## src/rtl/conv_ctrl.sv

```systemverilog
// Sequencing controller for a single-MAC 1-D valid-mode convolution datapath.
// Streams samples/taps into the datapath memories, then walks n and k to produce y[n].
module conv_ctrl #(
  parameter int AW_IN = 10,
  parameter int AW_K  = 6
) (
  input  logic            clk,
  input  logic            rst,
  input  logic            ld_valid,
  input  logic            ld_kern,
  output logic            ld_ready,
  input  logic            ld_clr,
  input  logic            start,
  output logic            busy,
  output logic            done,
  output logic            err,
  output logic [AW_IN:0]  x_cnt,
  output logic [AW_K:0]   k_cnt,
  output logic [AW_IN-1:0] addr_in,
  output logic            wr_en_in,
  output logic [AW_K-1:0] addr_k,
  output logic            wr_en_k,
  output logic [AW_IN-1:0] addr_o,
  output logic            wr_en_o,
  output logic            clear_acc
);

  typedef enum logic [2:0] {
    S_IDLE,
    S_CLR,
    S_MAC,
    S_WR,
    S_DONE
  } state_t;

  localparam logic [AW_IN:0] X_ONE = (AW_IN+1)'(1);
  localparam logic [AW_K:0]  K_ONE = (AW_K+1)'(1);

  state_t           state_q;
  logic [AW_IN:0]   x_cnt_q;
  logic [AW_K:0]    k_cnt_q;
  logic [AW_K:0]    kk_q;     // latched kernel length K
  logic [AW_IN:0]   m_q;      // latched output count M
  logic [AW_IN-1:0] n_q;
  logic [AW_K-1:0]  k_q;
  logic             err_q;

  logic             idle;
  logic             target_full;
  logic             load_fire;
  logic             start_bad;
  logic             last_k;
  logic             last_n;
  logic [AW_IN:0]   k_cnt_ext;

  // Counts saturate at exactly 2^AW, so the MSB alone flags a full memory.
  assign idle        = (state_q == S_IDLE);
  assign target_full = ld_kern ? k_cnt_q[AW_K] : x_cnt_q[AW_IN];
  assign ld_ready    = idle & ~start & ~target_full;
  assign load_fire   = ld_valid & ld_ready & ~ld_clr & ~rst;

  assign k_cnt_ext = {{(AW_IN-AW_K){1'b0}}, k_cnt_q};
  assign start_bad = (k_cnt_q == '0) || (x_cnt_q < k_cnt_ext);
  assign last_k    = ({1'b0, k_q} == (kk_q - K_ONE));
  assign last_n    = ({1'b0, n_q} == (m_q - X_ONE));

  assign x_cnt = x_cnt_q;
  assign k_cnt = k_cnt_q;

  // NOTE: state uses non-blocking assignments so every register samples pre-edge values.
  always_ff @(posedge clk) begin
    if (rst) begin
      state_q <= S_IDLE;
      x_cnt_q <= '0;
      k_cnt_q <= '0;
      kk_q    <= '0;
      m_q     <= '0;
      n_q     <= '0;
      k_q     <= '0;
      err_q   <= 1'b0;
    end else begin
      case (state_q)
        S_IDLE: begin
          err_q <= 1'b0;
          if (start) begin
            if (start_bad) begin
              err_q   <= 1'b1;
              state_q <= S_DONE;
            end else begin
              kk_q    <= k_cnt_q;
              m_q     <= x_cnt_q - k_cnt_ext + X_ONE;
              n_q     <= '0;
              k_q     <= '0;
              state_q <= S_CLR;
            end
          end else if (ld_clr) begin
            x_cnt_q <= '0;
            k_cnt_q <= '0;
          end else if (load_fire) begin
            if (ld_kern) k_cnt_q <= k_cnt_q + K_ONE;
            else         x_cnt_q <= x_cnt_q + X_ONE;
          end
        end
        S_CLR: state_q <= S_MAC;
        S_MAC: begin
          if (last_k) state_q <= S_WR;
          else        k_q     <= k_q + 1'b1;
        end
        S_WR: begin
          if (last_n) begin
            state_q <= S_DONE;
          end else begin
            n_q     <= n_q + 1'b1;
            k_q     <= '0;
            state_q <= S_MAC;
          end
        end
        S_DONE: state_q <= S_IDLE;
        default: state_q <= S_IDLE;
      endcase
    end
  end

  // NOTE: every output gets a default first, so no path through the case can infer a latch.
  always_comb begin
    busy      = 1'b0;
    done      = 1'b0;
    err       = 1'b0;
    addr_in   = '0;
    wr_en_in  = 1'b0;
    addr_k    = '0;
    wr_en_k   = 1'b0;
    addr_o    = '0;
    wr_en_o   = 1'b0;
    clear_acc = 1'b0;
    case (state_q)
      S_IDLE: begin
        if (load_fire) begin
          if (ld_kern) begin
            wr_en_k = 1'b1;
            addr_k  = k_cnt_q[AW_K-1:0];
          end else begin
            wr_en_in = 1'b1;
            addr_in  = x_cnt_q[AW_IN-1:0];
          end
        end
      end
      S_CLR: begin
        busy      = 1'b1;
        clear_acc = 1'b1;
      end
      S_MAC: begin
        busy    = 1'b1;
        addr_in = n_q + {{(AW_IN-AW_K){1'b0}}, k_q};
        addr_k  = k_q;
      end
      S_WR: begin
        // Result write and accumulator clear land on the same edge.
        busy      = 1'b1;
        wr_en_o   = 1'b1;
        addr_o    = n_q;
        clear_acc = 1'b1;
      end
      S_DONE: begin
        done = 1'b1;
        err  = err_q;
      end
      default: ;
    endcase
  end

endmodule

```

## config.mk

```make
export PLATFORM = sky130hd
export DESIGN_NAME = conv_ctrl
export DESIGN_NICKNAME = d
export VERILOG_FILES = /design/src/rtl/conv_ctrl.sv
export SDC_FILE = /design/constraint.sdc
export NUM_CORES = 1
export LEC_CHECK = 0
export ABC_AREA = 1
export CAP_MARGIN = 5
export CORE_MARGIN = 3
export CORE_UTILIZATION = 35
export DETAILED_ROUTE_END_ITERATION = 10
export PLACE_DENSITY = 0.58
export SETUP_SLACK_MARGIN = 0.15
export SLEW_MARGIN = 20
export SYNTH_ARGS = -nofsm -noshare
export SYNTH_HDL_FRONTEND = slang
export SYNTH_SLANG_ARGS = --single-unit
```

## constraint.sdc

```tcl
create_clock -name clk -period 2.1 [get_ports clk]
set_input_delay 0.42 -clock clk [delete_from_list [all_inputs] [get_ports clk]]
set_output_delay 0.42 -clock clk [all_outputs]
set_load 0.02 [all_outputs]
```

* Word level (Yosys, flattened, before mapping)
Cells that the tools add are included. W data, S select, Z words.
Operators by class: add/subtract/negate cells 9, magnitude comparators 1, eq/ne operators 12, muxes and demuxes 41, bitwise logic cells 10, reduce and logical (&&, ||, !) cells 15
Operators with widths (number):
- $mux W10 | 6
- $pmux W10 S2 | 2
- $mux W6 | 6
- $mux W11 | 3
- $add A11 B1 Y11 const B | 2
- $mux W7 | 3
- $pmux W6 S3 | 1
- $mux W1 | 14
- $mux W3 | 4
- $pmux W3 S4 | 1
- $pmux W6 S2 | 1
- $reduce_and A4 Y1 | 3
- $eq A10 B11 Y1 | 1
- $lt A11 B7 Y1 | 1
- $sub A11 B1 Y11 const B | 1
- $sub A11 B7 Y11 | 1
- $add A10 B1 Y10 const B | 1
- $add A10 B6 Y10 | 1
- $ne A2 B2 Y1 const B | 5
- $add A7 B1 Y7 const B | 1
- $eq A6 B7 Y1 | 1
- $logic_not A7 Y1 | 1
- $sub A7 B1 Y7 const B | 1
- $add A6 B1 Y6 const B | 1
- 15 further kinds | 26
Storage, ports and cells: register bits after elaboration 56, input port bits 6, word-level logic and storage cells 96

* Logic depth before layout (Yosys ltp)
depth in word-level cells 8, gate-level depth with buffers 15, mapped depth without buffers 15

* Least setup slack after synthesis
No wires, ideal clock.
kind reg-to-output, start register n_q[0], end output addr_in[6], arrival time 1.967 ns, required time 1.680 ns, setup slack -0.287 ns, cell stages (with the launch flop) 10, buffers on the path 0, cells stage by stage dfxtp_1 > ha_1 > fa_1 > nand3_1 > nand3_1 > nand2_1 > nand2_1 > a21oi_1 > xor2_1 > o21ai_0
Between the ends: word-level cells in the longest chain between the ends 2
Ends and longest elaborated chain:
- start: declaration | line 44 | logic [AW_IN-1:0] n_q;
- start signal: assignment | line 113 | n_q <= n_q + 1'b1;
- $add A10 B6 Y10 | line 154 | addr_in = n_q + {{(AW_IN-AW_K){1'b0}}, k_q};
- $pmux W10 S2 | line 136 | case (state_q)
- end: declaration | line 19 | output logic [AW_IN-1:0] addr_in,
No other way between the ends.

* Final worst setup path
start register k_q[0], end output addr_in[8]
Between the ends: word-level cells in the longest chain between the ends 2
Ends and longest elaborated chain:
- start: declaration | line 45 | logic [AW_K-1:0] k_q;
- start signal: assignment | line 107 | else k_q <= k_q + 1'b1;
- $add A10 B6 Y10 | line 154
- $pmux W10 S2 | line 136
No other way between the ends.

==> reports/metrics.yaml <==
worst_setup_path:
  r2r_end: "m_q[3]"
  cp-end-kind: "output port"
  crit_type: "reg2out"
  crit_start: "k_q[0]"
  cp.required_ps: 1680
  cp_max_fo: 2
  reg2reg_depth: 15
  critPathCapture: "addr_in[8]"
  worstReg2RegStart: "k_cnt[3]"
  cp-start-kind: "register"
  ff2ff_setup_slack_ps: -50
  cp_data_arrival_time_ps: 2230
cells_and_area:
  layoutNonFillerInstCount: 1097
  num-fill-cells: 1076
  fin_util: 0.6444
  area_growth_pct: 77.13
  regArea_sq_um: 1179
  drive_gt1_frac: 0.4605
  multi_input_area_sq_um: 4150
  antenna_cells: 0
  fin_nets: 969
flow_run:
  maxCapViolCount: 0
clocking:
  worstSkewPairLatency_ps: 320
  clockBufferDepth: 2
  clk_pin_slew_ps: 80
  cts_tree: "built"
  cts.sinks: 56
  numCtsBuffers: 5
  h-tree-depth: 2
  cts-root-buf: "clkbuf_16"
synthesis:
  syn_nets: 767
  yosys.area.top_type: "dfxtp_1"
  synth-edff-count: 0
  synth_cell_type_count: 40
  ys_top_cells_by_area: "dfxtp_1, nand2_1, ha_1"
  yosys_warnings: 0
  syn-cell-area_sq_um: 4666
  async_flop_share: 0
  yosysSeqAreaShare: 0.2403
  synth_seq_cells: 56
  postSynthAreaPerCell_sq_um: 6.462
  ys.flop_type: "dfxtp_1"
  yosysTopAreaCellShare: 0.2403
  synthTopCellsByCount: "nand2_1, inv_1, nor2_1"
  netlist_instances: 722
  yosysMostFrequentCell: "nand2_1"
global_routing:
  overflow: 0
  grt_pass1_vias: 5264
  grt_antenna_before_repair: 0
  grt_start_max_net_pins: 37
  grtUsageTotal: 0.2287
  grt_pass1_wl_um: 26650
floorplanning:
  core_sq_um: 12820
  start_util: 0.3638
  ios: 58
  die_h_um: 121.5
  placementRows: 41
  die_w_um: 121.5
  die_area_sq_um: 14750
detailed_routing:
  viasPerCell: 5.127
  remaining_drc_errors: 0
  drtAntennaViolNets: 0
  drtIter0Drc: 383
  wl_per_cell_um: 16.18
  first_pass_iters: 5
  dr_total_vias: 5624
  totalWireLength_um: 17750
timing:
  skew_ps: 9.369
  worstMarginPinSlew_ps: 586.6
  slew-limit-headroom: 0.6090
  hold_violations: 0
  rsz0062_at_grt: "true"
  fin_crit_ps: 2652
  finalMaxSlewViolations: 0
  max_freq_ghz: 0.3771
  fin_ws_ps: -551.6
  finalCritPeriodShare: 1.263
  setup_violations: 24
power:
  p_per_area_nw_per_um2: 688.1
  p_leak_nw: 3.570
  ir_drop_uv: 344.8
place:
  port_buffers: 57
  dp.cells: 1038
  globalplace.congestion: 0.8738
  hpwl_um: 12770
  dp_slack_ps: -829.5
worst_hold_path:
  hp-class: "reg2reg"
run_status:
  violations: "negative setup slack"
  status: "finished with violations"
[state kept, by name (all words and copies together), names as in the netlist]
signal and flops:
k_q 6, state_q 3, x_cnt 11, err_q 1, k_cnt 7, n_q 10
m_q 11, kk_q 7
[cell type report]
| class | count | area share |
|---|---|---|
| timing repair inverter | 1 | 0.001363 |
| tap | 172 | 0.02604 |
| clock buffer | 6 | 0.01817 |
| inverter | 99 | 0.04921 |
| sequential | 56 | 0.1426 |
| multi-input combinational | 548 | 0.5022 |
| timing repair buffer | 213 | 0.2531 |
| clock inverter | 2 | 0.007267 |
[placed cells by master (no fill, tap or decap), types with 20 or more instances in the layout]
| cell type | n |
|---|---|
| nand3_1 | 34 |
| inv_1 | 71 |
| buf_6 | 56 |
| a21oi_2 | 36 |
| dfxtp_1 | 28 |
| a21oi_1 | 25 |
| nor2_1 | 64 |
| nand2_1 | 133 |
| nand4_1 | 30 |
| nor2_4 | 20 |
| xor2_1 | 34 |
| buf_4 | 114 |
[critical path: stages (launching register included)]
cell and delay [ps]:
dfxtp_2 340, ha_4 160, fa_2 370, nand3_2 80
nand3_2 80, nand2_2 100, nand2_2 70, a21oi_4 200
nor2_2 50, xor2_1 190, o22ai_2 120, buf_6 140
[layer usage]
| layer | track usage | routed length (um) |
|---|---|---|
| met2 | 0.3831 | 8885 |
| met1 | 0.3049 | 7792 |
| met5 | 0 | 0 |
| met4 | 0.05952 | 285 |
| met3 | 0.03823 | 784 |
[metrics by stage]
stage | power [mW] | instance area, sq um | TNS, ps | hold slack, ps
floorplan | 2.769 | 4967 | -60.48 | 446.3
global placement | 3.534 | 6507 | -16120 | 460.2
detailed placement | 3.558 | 6507 | -17840 | 473.1
CTS | 5.219 | 7410 | -4154 | 479.5
global route | 6.029 | 8264 | -8362 | 517.5
finish | 5.686 | 8264 | -4865 | 489.0
[repair_timing]
| item | in CTS | in global routing |
|---|---|---|
| setup buffers | 24 | 19 |
| hold buffers | 0 | 0 |
| hold endpoints to repair | 0 | 0 |
| endpoints found under the setup margin | 75 | 90 |
| pin swaps | 38 | 72 |
| gates resized for setup | 275 | 175 |
| gates cloned | 4 | 4 |
[kinds of logic after synthesis]
group | after synthesis | synth area share
AO/OA/AOI/OAI | 111 | 0.1309
XOR/XNOR | 41 | 0.07696
adder cells (fa/ha/maj) | 39 | 0.1110
buffers and inverters | 119 | 0.1016
flip-flops | 56 | 0.2403
AND/OR/NAND/NOR | 356 | 0.3392
[power by group]
group          switching, mW  internal (mW)
combinational           1.80           1.38
sequential             0.120           1.19
clock                  0.442          0.758
total                   2.36           3.33
[worst min path at each step]
| stage | from | endpoint | slack (ps) | depth (start not counted) |
|---|---|---|---|---|
| finish | kk_q[6] | kk_q[6] | 490 | 2 |
| global route | kk_q[6] | kk_q[6] | 520 | 2 |
| CTS | kk_q[6] | kk_q[6] | 480 | 2 |
| detailed placement | kk_q[6] | kk_q[6] | 470 | 2 |
| global placement | kk_q[6] | kk_q[6] | 460 | 2 |
| floorplan | kk_q[6] | kk_q[6] | 450 | 2 |
Power figures use the tool's default switching activity.
